**config.mk**
```make
export PLATFORM = sky130hd
export DESIGN_NAME = ewrapper_link_txo_framer
export DESIGN_NICKNAME = d
export VERILOG_FILES = /design/src/rtl/ewrapper_link_txo_framer_pkg.sv /design/src/rtl/ewrapper_txo_pack.sv /design/src/rtl/ewrapper_link_txo_framer.sv
export SDC_FILE = /design/constraint.sdc
export NUM_CORES = 1
export LEC_CHECK = 0
export CAP_MARGIN = 20
export CORE_MARGIN = 2
export CORE_UTILIZATION = 47
export CTS_CLUSTER_DIAMETER = 100
export DETAILED_ROUTE_END_ITERATION = 10
export PLACE_DENSITY_LB_ADDON = 0.2
export SLEW_MARGIN = 20
export SYNTH_ARGS = -nofsm -noshare
export SYNTH_HDL_FRONTEND = slang
export SYNTH_SLANG_ARGS = --single-unit
```
**constraint.sdc**
```tcl
create_clock -name CLK_IN -period 2 [get_ports CLK_IN]
set_input_delay 0.4 -clock CLK_IN [delete_from_list [all_inputs] [get_ports CLK_IN]]
set_output_delay 0.4 -clock CLK_IN [all_outputs]
set_load 0.02 [all_outputs]
```
**src/rtl/ewrapper_link_txo_framer_pkg.sv**
```systemverilog
`default_nettype none
// ============================================================================
// Module   : ewrapper_link_txo_framer_pkg
// Purpose  : Shared definitions for the eLink transmit framer. Holds the FSM
//            state encoding, the idle-lane constant, the packet byte-lane
//            layout and the held-transaction record.
// Ports    : none (package)
// Revision : 1.0  initial release
// ============================================================================
package ewrapper_link_txo_framer_pkg;

    typedef enum logic [1:0] {
        ST_IDLE  = 2'd0,
        ST_BEAT0 = 2'd1,
        ST_BEAT1 = 2'd2,
        ST_GAP   = 2'd3
    } state_e;

    localparam int LANE_W     = 8;
    localparam int NUM_LANES  = 9;
    localparam int BEAT_W     = LANE_W * NUM_LANES;
    localparam int FRAME_LANE = 8;

    // Frame-lane value (and every other lane) during idle and gap beats.
    localparam logic [LANE_W-1:0] FRAME_IDLE = 8'h00;
    localparam logic [BEAT_W-1:0] IDLE_WORD  = {NUM_LANES{FRAME_IDLE}};

    // Beat0 layout: header, 4 destination-address lanes, 3 data lanes.
    localparam int B0_HDR  = 0;
    localparam int B0_DST  = 1;
    localparam int B0_DATA = 5;
    // Beat1 layout: low data byte, 4 source-address lanes, 3 pad lanes.
    localparam int B1_DATA = 0;
    localparam int B1_SRC  = 1;
    localparam int B1_PAD  = 5;

    typedef struct packed {
        logic        write;
        logic [1:0]  datamode;
        logic [3:0]  ctrlmode;
        logic [31:0] dstaddr;
        logic [31:0] srcaddr;
        logic [31:0] data;
    } txn_t;

    function automatic logic [LANE_W-1:0] hdr_byte(input txn_t t);
        return {t.ctrlmode, t.datamode, t.write, 1'b0};
    endfunction

endpackage
`default_nettype wire

```
**src/rtl/ewrapper_txo_pack.sv**
```systemverilog
`default_nettype none
// ============================================================================
// Module   : ewrapper_txo_pack
// Purpose  : Combinational mapping of a held eMesh transaction onto the two
//            72-bit beats of a link packet (lane i = bits [8i+7:8i]).
// Ports    : txn_i   - held transaction
//            beat0_o - first beat (header, dstaddr, data[31:8], frame)
//            beat1_o - second beat (data[7:0], srcaddr, pad, frame)
// Revision : 1.0  initial release
// ============================================================================
module ewrapper_txo_pack
    import ewrapper_link_txo_framer_pkg::*;
#(
    parameter logic [7:0] FRAME_BYTE = 8'hFF
) (
    input  txn_t               txn_i,
    output logic [BEAT_W-1:0]  beat0_o,
    output logic [BEAT_W-1:0]  beat1_o
);

    always_comb begin
        beat0_o = IDLE_WORD;
        beat1_o = IDLE_WORD;

        beat0_o[B0_HDR*LANE_W +: LANE_W] = hdr_byte(txn_i);
        // Address and data go out most-significant byte first.
        for (int i = 0; i < 4; i++) begin
            beat0_o[(B0_DST+i)*LANE_W +: LANE_W] = txn_i.dstaddr[31-8*i -: 8];
        end
        for (int i = 0; i < 3; i++) begin
            beat0_o[(B0_DATA+i)*LANE_W +: LANE_W] = txn_i.data[31-8*i -: 8];
        end
        beat0_o[FRAME_LANE*LANE_W +: LANE_W] = FRAME_BYTE;

        beat1_o[B1_DATA*LANE_W +: LANE_W] = txn_i.data[7:0];
        for (int i = 0; i < 4; i++) begin
            beat1_o[(B1_SRC+i)*LANE_W +: LANE_W] = txn_i.srcaddr[31-8*i -: 8];
        end
        for (int i = 0; i < 3; i++) begin
            beat1_o[(B1_PAD+i)*LANE_W +: LANE_W] = FRAME_IDLE;
        end
        beat1_o[FRAME_LANE*LANE_W +: LANE_W] = FRAME_BYTE;
    end

endmodule
`default_nettype wire

```
**src/rtl/ewrapper_link_txo_framer.sv**
```systemverilog
`default_nettype none
// ============================================================================
// Module   : ewrapper_link_txo_framer
// Purpose  : Transmit packet framer in the serializer CLK_DIV domain. Accepts
//            one transaction at a time (access/wait), emits it as two 72-bit
//            beats, optionally followed by IDLE_GAP forced idle beats.
// Ports    : CLK_IN, RESET_N (async, active low)
//            ACCESS_IN/WRITE_IN/DATAMODE_IN/CTRLMODE_IN/DSTADDR_IN/
//            SRCADDR_IN/DATA_IN - upstream transaction
//            WAIT_OUT       - holding register occupied (registered)
//            TX_WAIT_IN     - remote receiver throttle
//            DATA_OUT_TO_IO - registered 72-bit parallel word to serializer
//            TX_BUSY_OUT    - packet or idle gap in progress
// Macro    : ELINK_TXO_WAIT_SYNC_EN - double-flop synchronize TX_WAIT_IN
// Revision : 1.0  initial release
// ============================================================================
module ewrapper_link_txo_framer
    import ewrapper_link_txo_framer_pkg::*;
#(
    parameter int unsigned IDLE_GAP   = 0,
    parameter logic [7:0]  FRAME_BYTE = 8'hFF
) (
    input  logic               CLK_IN,
    input  logic               RESET_N,
    input  logic               ACCESS_IN,
    input  logic               WRITE_IN,
    input  logic [1:0]         DATAMODE_IN,
    input  logic [3:0]         CTRLMODE_IN,
    input  logic [31:0]        DSTADDR_IN,
    input  logic [31:0]        SRCADDR_IN,
    input  logic [31:0]        DATA_IN,
    output logic               WAIT_OUT,
    input  logic               TX_WAIT_IN,
    output logic [BEAT_W-1:0]  DATA_OUT_TO_IO,
    output logic               TX_BUSY_OUT
);

    localparam bit         HAS_GAP  = (IDLE_GAP != 0);
    localparam logic [2:0] GAP_INIT = HAS_GAP ? 3'(IDLE_GAP - 1) : 3'd0;

    state_e              state_q, state_d;
    logic [BEAT_W-1:0]   out_q, out_d;
    logic                busy_q, busy_d;
    logic [2:0]          gap_q, gap_d;
    logic                hold_valid_q, hold_valid_d;
    txn_t                hold_q, hold_d;

    logic                wait_eff;
    logic                can_start;
    logic                take;
    logic [BEAT_W-1:0]   beat0, beat1;

`ifdef ELINK_TXO_WAIT_SYNC_EN
    logic [1:0] wait_sync_q;

    always_ff @(posedge CLK_IN or negedge RESET_N) begin
        if (!RESET_N) begin
            wait_sync_q <= 2'b00;
        end else begin
            wait_sync_q <= {wait_sync_q[0], TX_WAIT_IN};
        end
    end

    assign wait_eff = wait_sync_q[1];
`else
    assign wait_eff = TX_WAIT_IN;
`endif

    ewrapper_txo_pack #(
        .FRAME_BYTE (FRAME_BYTE)
    ) u_pack (
        .txn_i   (hold_q),
        .beat0_o (beat0),
        .beat1_o (beat1)
    );

    // Holding register. Capture and release are mutually exclusive: capture
    // needs an empty register, release needs a full one.
    always_comb begin
        hold_valid_d = hold_valid_q;
        hold_d       = hold_q;
        if (ACCESS_IN && !hold_valid_q) begin
            hold_valid_d = 1'b1;
            hold_d       = '{write:    WRITE_IN,
                             datamode: DATAMODE_IN,
                             ctrlmode: CTRLMODE_IN,
                             dstaddr:  DSTADDR_IN,
                             srcaddr:  SRCADDR_IN,
                             data:     DATA_IN};
        end else if (take) begin
            hold_valid_d = 1'b0;
        end
    end

    // Framer FSM. Remote wait is only consulted where a new packet could
    // start, so a packet is never split once beat0 has gone out.
    always_comb begin
        state_d   = state_q;
        out_d     = IDLE_WORD;
        busy_d    = 1'b0;
        gap_d     = gap_q;
        can_start = 1'b0;
        take      = 1'b0;

        case (state_q)
            ST_BEAT0: begin
                state_d = ST_BEAT1;
                out_d   = beat1;
                busy_d  = 1'b1;
            end
            ST_BEAT1: begin
                if (HAS_GAP) begin
                    state_d = ST_GAP;
                    gap_d   = GAP_INIT;
                    busy_d  = 1'b1;
                end else begin
                    can_start = 1'b1;
                end
            end
            ST_GAP: begin
                if (gap_q != 3'd0) begin
                    gap_d  = gap_q - 3'd1;
                    busy_d = 1'b1;
                end else begin
                    can_start = 1'b1;
                end
            end
            default: begin
                can_start = 1'b1;
            end
        endcase

        if (can_start) begin
            if (hold_valid_q && !wait_eff) begin
                state_d = ST_BEAT0;
                out_d   = beat0;
                busy_d  = 1'b1;
                take    = 1'b1;
            end else begin
                state_d = ST_IDLE;
            end
        end
    end

    always_ff @(posedge CLK_IN or negedge RESET_N) begin
        if (!RESET_N) begin
            state_q      <= ST_IDLE;
            out_q        <= IDLE_WORD;
            busy_q       <= 1'b0;
            gap_q        <= 3'd0;
            hold_valid_q <= 1'b0;
            hold_q       <= '0;
        end else begin
            state_q      <= state_d;
            out_q        <= out_d;
            busy_q       <= busy_d;
            gap_q        <= gap_d;
            hold_valid_q <= hold_valid_d;
            hold_q       <= hold_d;
        end
    end

    assign WAIT_OUT       = hold_valid_q;
    assign DATA_OUT_TO_IO = out_q;
    assign TX_BUSY_OUT    = busy_q;

endmodule
`default_nettype wire

```
==> results by group <==
Setup path
  • Worst path max stage delay: 0.65 ns
  • WS Path Type: reg -> out
  • Reg2reg setup slack: 0.43 ns
  • Crit-path slowest cell: clkdlybuf4s50_1
  • Startpoint class of the critical path: flip-flop
  • Crit path cell chain: clkdlybuf4s50_1
  • Setup crit end: DATA_OUT_TO_IO[70]
  • Crit. path cell count: 1
  • Worst r2r src: gap_q[0]
  • Bufs and invs on worst path: 1
  • Worst Path Arrival: 1.52 ns
  • CP startpoint: DATA_OUT_TO_IO[70]
  • Critical Path RT: 1.60 ns
  • CP top delay family: buffers and inverters
  • RR Endpoint: DATA_OUT_TO_IO[5]
  • Endpoint class of the critical path: output pin
  • Max FO, Critical Path: 8
  • Cell depth of the worst flop-to-flop path: 6

Timing
  • Least-Margin Pin Slew: 0.405 ns
  • Unrepaired setup endpoints after global routing: false
  • Final setup viols: 0
  • Max Clock Skew: 0.00646 ns
  • Count of pins over their slew limit: 0
  • Final setup margin: 0.0839 ns
  • Endpoints failing hold: 0
  • FMAX: 0.522 GHz
  • Hold slack final: 0.474 ns
  • Tcrit/Tclk final: 0.958
  • Fin Setup TNS: 0 ns
  • Post-route minimum period: 1.92 ns
  • Slew headroom: 0.730

Pwr
  • Pint: 0.00875 W
  • Comb pwr share: 0.288
  • Clock power share: 0.265
  • LEAKAGE: 3.89 nW
  • Cell Pwr Density: 1350 nW/um^2
  • Switching pwr: 0.00337 W
  • Sequential Power Share: 0.447
  • Sw Ratio: 0.278
  • Highest ir drop seen on vdd: 0.886 mV

Global routing
  • Total gr overflow: 0
  • Met2 Use GR: 0.281
  • GRT busiest layer: met2
  • GRT met1 Usage: 0.245
  • GR Util All Layers: 0.185
  • First-pass GRT wire length: 20600 um
  • Vias in the first global route: 4094
  • Antenna violations before repair: 0
  • Largest net degree at the start of global routing: 49
  • Global Route met3 Usage: 0.0712

CTS
  • CTS tree: built
  • CTS Buffer Depth: 2
  • CTS HTree Levels: 4
  • Root buffer cell: clkbuf_16
  • Clock Pin Slew Worst Setup and Hold Paths: 0.06 ns
  • Num CTS Buffers: 17
  • # clock sinks: 175
  • Clock Latency Late Sink: 0.41 ns

Drt
  • Initial DRT Pass Iterations: 4
  • Detailed-route DRC error count: 0
  • WL/cell: 16.3 um
  • DRT iter0 DRCs: 217
  • Detail Route Antenna Nets: 0
  • Final wirelength: 12400 um
  • DR vias/cell: 4.95
  • Via count: 3792

Placement
  • Setup WS pre-CTS: 0.0415 ns
  • Dpl hpwl: 8500 um
  • Dpl cell area: 8410 um^2
  • Port bufs: 180
  • Placer Congestion: 0.742

Final layout
  • Share of cells above drive strength 1: 0.254
  • FF+latch area: 4380 um^2
  • Syn-to-layout area delta: 40.8%
  • Layout net count: 686
  • Multi-input gate area: 1830 um^2
  • # fillers: 962
  • N_diodes: 0
  • Design Area, Final: 9000 um^2

Die
  • Die height: 121 um
  • Row count: 42
  • # IOs: 181
  • Die ar.: 14600 um^2
  • Horiz. Die Dim: 121 um
  • Initial Util: 0.483
  • Core footprint: 13200 um^2

Hold path
  • Worst Hold Class: reg -> reg

Synth
  • Post-Syn Nets: 504
  • Seq cells post-synth: 175
  • Post-Syn Area: 6390 um^2
  • Syn. warnings: 0
  • Yosys cell types: 23
  • Post-synthesis average cell area: 16.2 um^2
  • Post-synthesis sequential area ratio: 0.685
  • Cells after Synth: 395

Job
  • Maxcap violations: 0

Status
  • Outcome: completed
==> placed cells by master, fill, tap and decap left out, drive strengths merged <==
master         synthesis  layout
clkinvlp               0       3
dlygate4sd3            0       1
nand2b                 3       3
mux2i                  1       1
a21o                   1       1
buf                   29      12
dlymetal6s2s           0       1
and3                   1       1
nand2                  1       1
dfrtp                175     175
or2                    1       1
and2                  26      26
nand3                  1       1
clkinv                 0       6
inv                    2       4
nor3                   1       1
clkdlybuf4s50          0     178
nor2                   2       2
xnor2                  1       1
a22o                  39      39
a21oi                  3       3
clkbuf                 0      19
bufinv                 0       2
nor2b                  2       2
mux2                 103     103
nand3b                 1       1
ha                     2       2
==> metrics by stage <==
stage / cells / utilization / power [W]
2_1_floorplan: 395 / - / 0.00747
3_3_place_gp: 733 / 0.635 / 0.00887
3_5_place_dp: 733 / 0.635 / 0.00903
4_1_cts: 766 / 0.680 / 0.0123
5_1_grt: 766 / 0.680 / 0.0128
6_report: 766 / 0.680 / 0.0121
==> cell families (layout without fill, tap and decap cells) <==
family          after synthesis  in the layout  share of synthesized area
flops                       175            175                      0.685
mux                         104            104                      0.183
compound gates               43             43                     0.0587
simple gates                 39             39                     0.0372
buf+inv                      31            226                     0.0309
fa+ha+maj                     2              2                    0.00391
xor+xnor                      1              1                    0.00137
==> power groups by stage <==
stage	registers, W	logic, W	clock network (W)
finish	0.00542	0.00348	0.00321
global route	0.00558	0.00375	0.00346
CTS	0.00544	0.00354	0.00328
detailed placement	0.00550	0.00353	0
global placement	0.00543	0.00344	0
floorplan	0.00586	0.00161	0
==> worst reg2reg max path, stage by stage, from the launching register on <==
cell and delay, ns:
dfrtp_1 0.36, inv_1 0.11, ha_1 0.22, nand3b_1 0.16
a21oi_4 0.25, buf_12 0.23, a22o_1 0.19
==> timing repair <==
action,CTS,global route
hold buffers,1,0
setup buffers,0,0
endpoints found under the setup margin,0,1
hold endpoints to repair,39,0
gates resized for setup,0,1
==> how the worst min path moves through the flow <==
| stage | start | to | slack (ns) | depth (start not counted) |
|---|---|---|---|---|
| finish | hold_q[15] | DATA_OUT_TO_IO[63] | 0.47 | 1 |
| CTS | RESET_N | DATA_OUT_TO_IO[10] | 0.48 | 2 |
| global route | RESET_N | DATA_OUT_TO_IO[21] | 0.50 | 2 |
| detailed placement | RESET_N | DATA_OUT_TO_IO[16] | 0.35 | 1 |
| global placement | RESET_N | DATA_OUT_TO_IO[20] | 0.34 | 1 |
| floorplan | RESET_N | DATA_OUT_TO_IO[0] | 0.10 | 0 |
==> routing by layer <==
layer / vias to the layer above / share of wire / wire length, um
met3: 14 / 0.087 / 1080
met1: 1901 / 0.43 / 5330
met4: 0 / 0.013 / 167
li1: 1745 / - / -
met5: - / 0 / 0
met2: 132 / 0.47 / 5880
==> state kept, by name, indices dropped and copies added (netlist names) <==
name            flops
hold_q            103
DATA_OUT_TO_IO     65
state_q             2
gap_q               3
TX_BUSY_OUT         1
WAIT_OUT            1
==> area by class of cell <==
class | instances | area share
inverter | 2 | 0.000834
timing repair buffer | 192 | 0.221
multi-input combinational | 189 | 0.203
clock inverter | 13 | 0.0153
tap | 176 | 0.0245
sequential | 175 | 0.486
clock buffer | 19 | 0.0492
==> synth_stat cells <==
cell      instances  area, um^2
buf_2            11        55.1
inv_1             2        7.51
nor3_1            1        5.00
buf_4            18         135
mux2_2          103        1160
dfrtp_1         175        4380
nand2b_1          3        18.8
nor2b_1           1        6.26
a21o_1            1        7.51
nor2_1            2        7.51
and3_1            1        6.26
and2_1           26         163
ha_1              2        25.0
nand2_1           1        3.75
a21oi_1           2        10.0
xnor2_1           1        8.76
mux2i_1           1        10.0
nand3_1           1        5.00
nor2b_2           1        8.76
nand3b_1          1        7.51
a21oi_4           1        16.3
a22o_1           39         342
or2_2             1        6.26
Note: power is estimated with default switching activity, not from simulation.
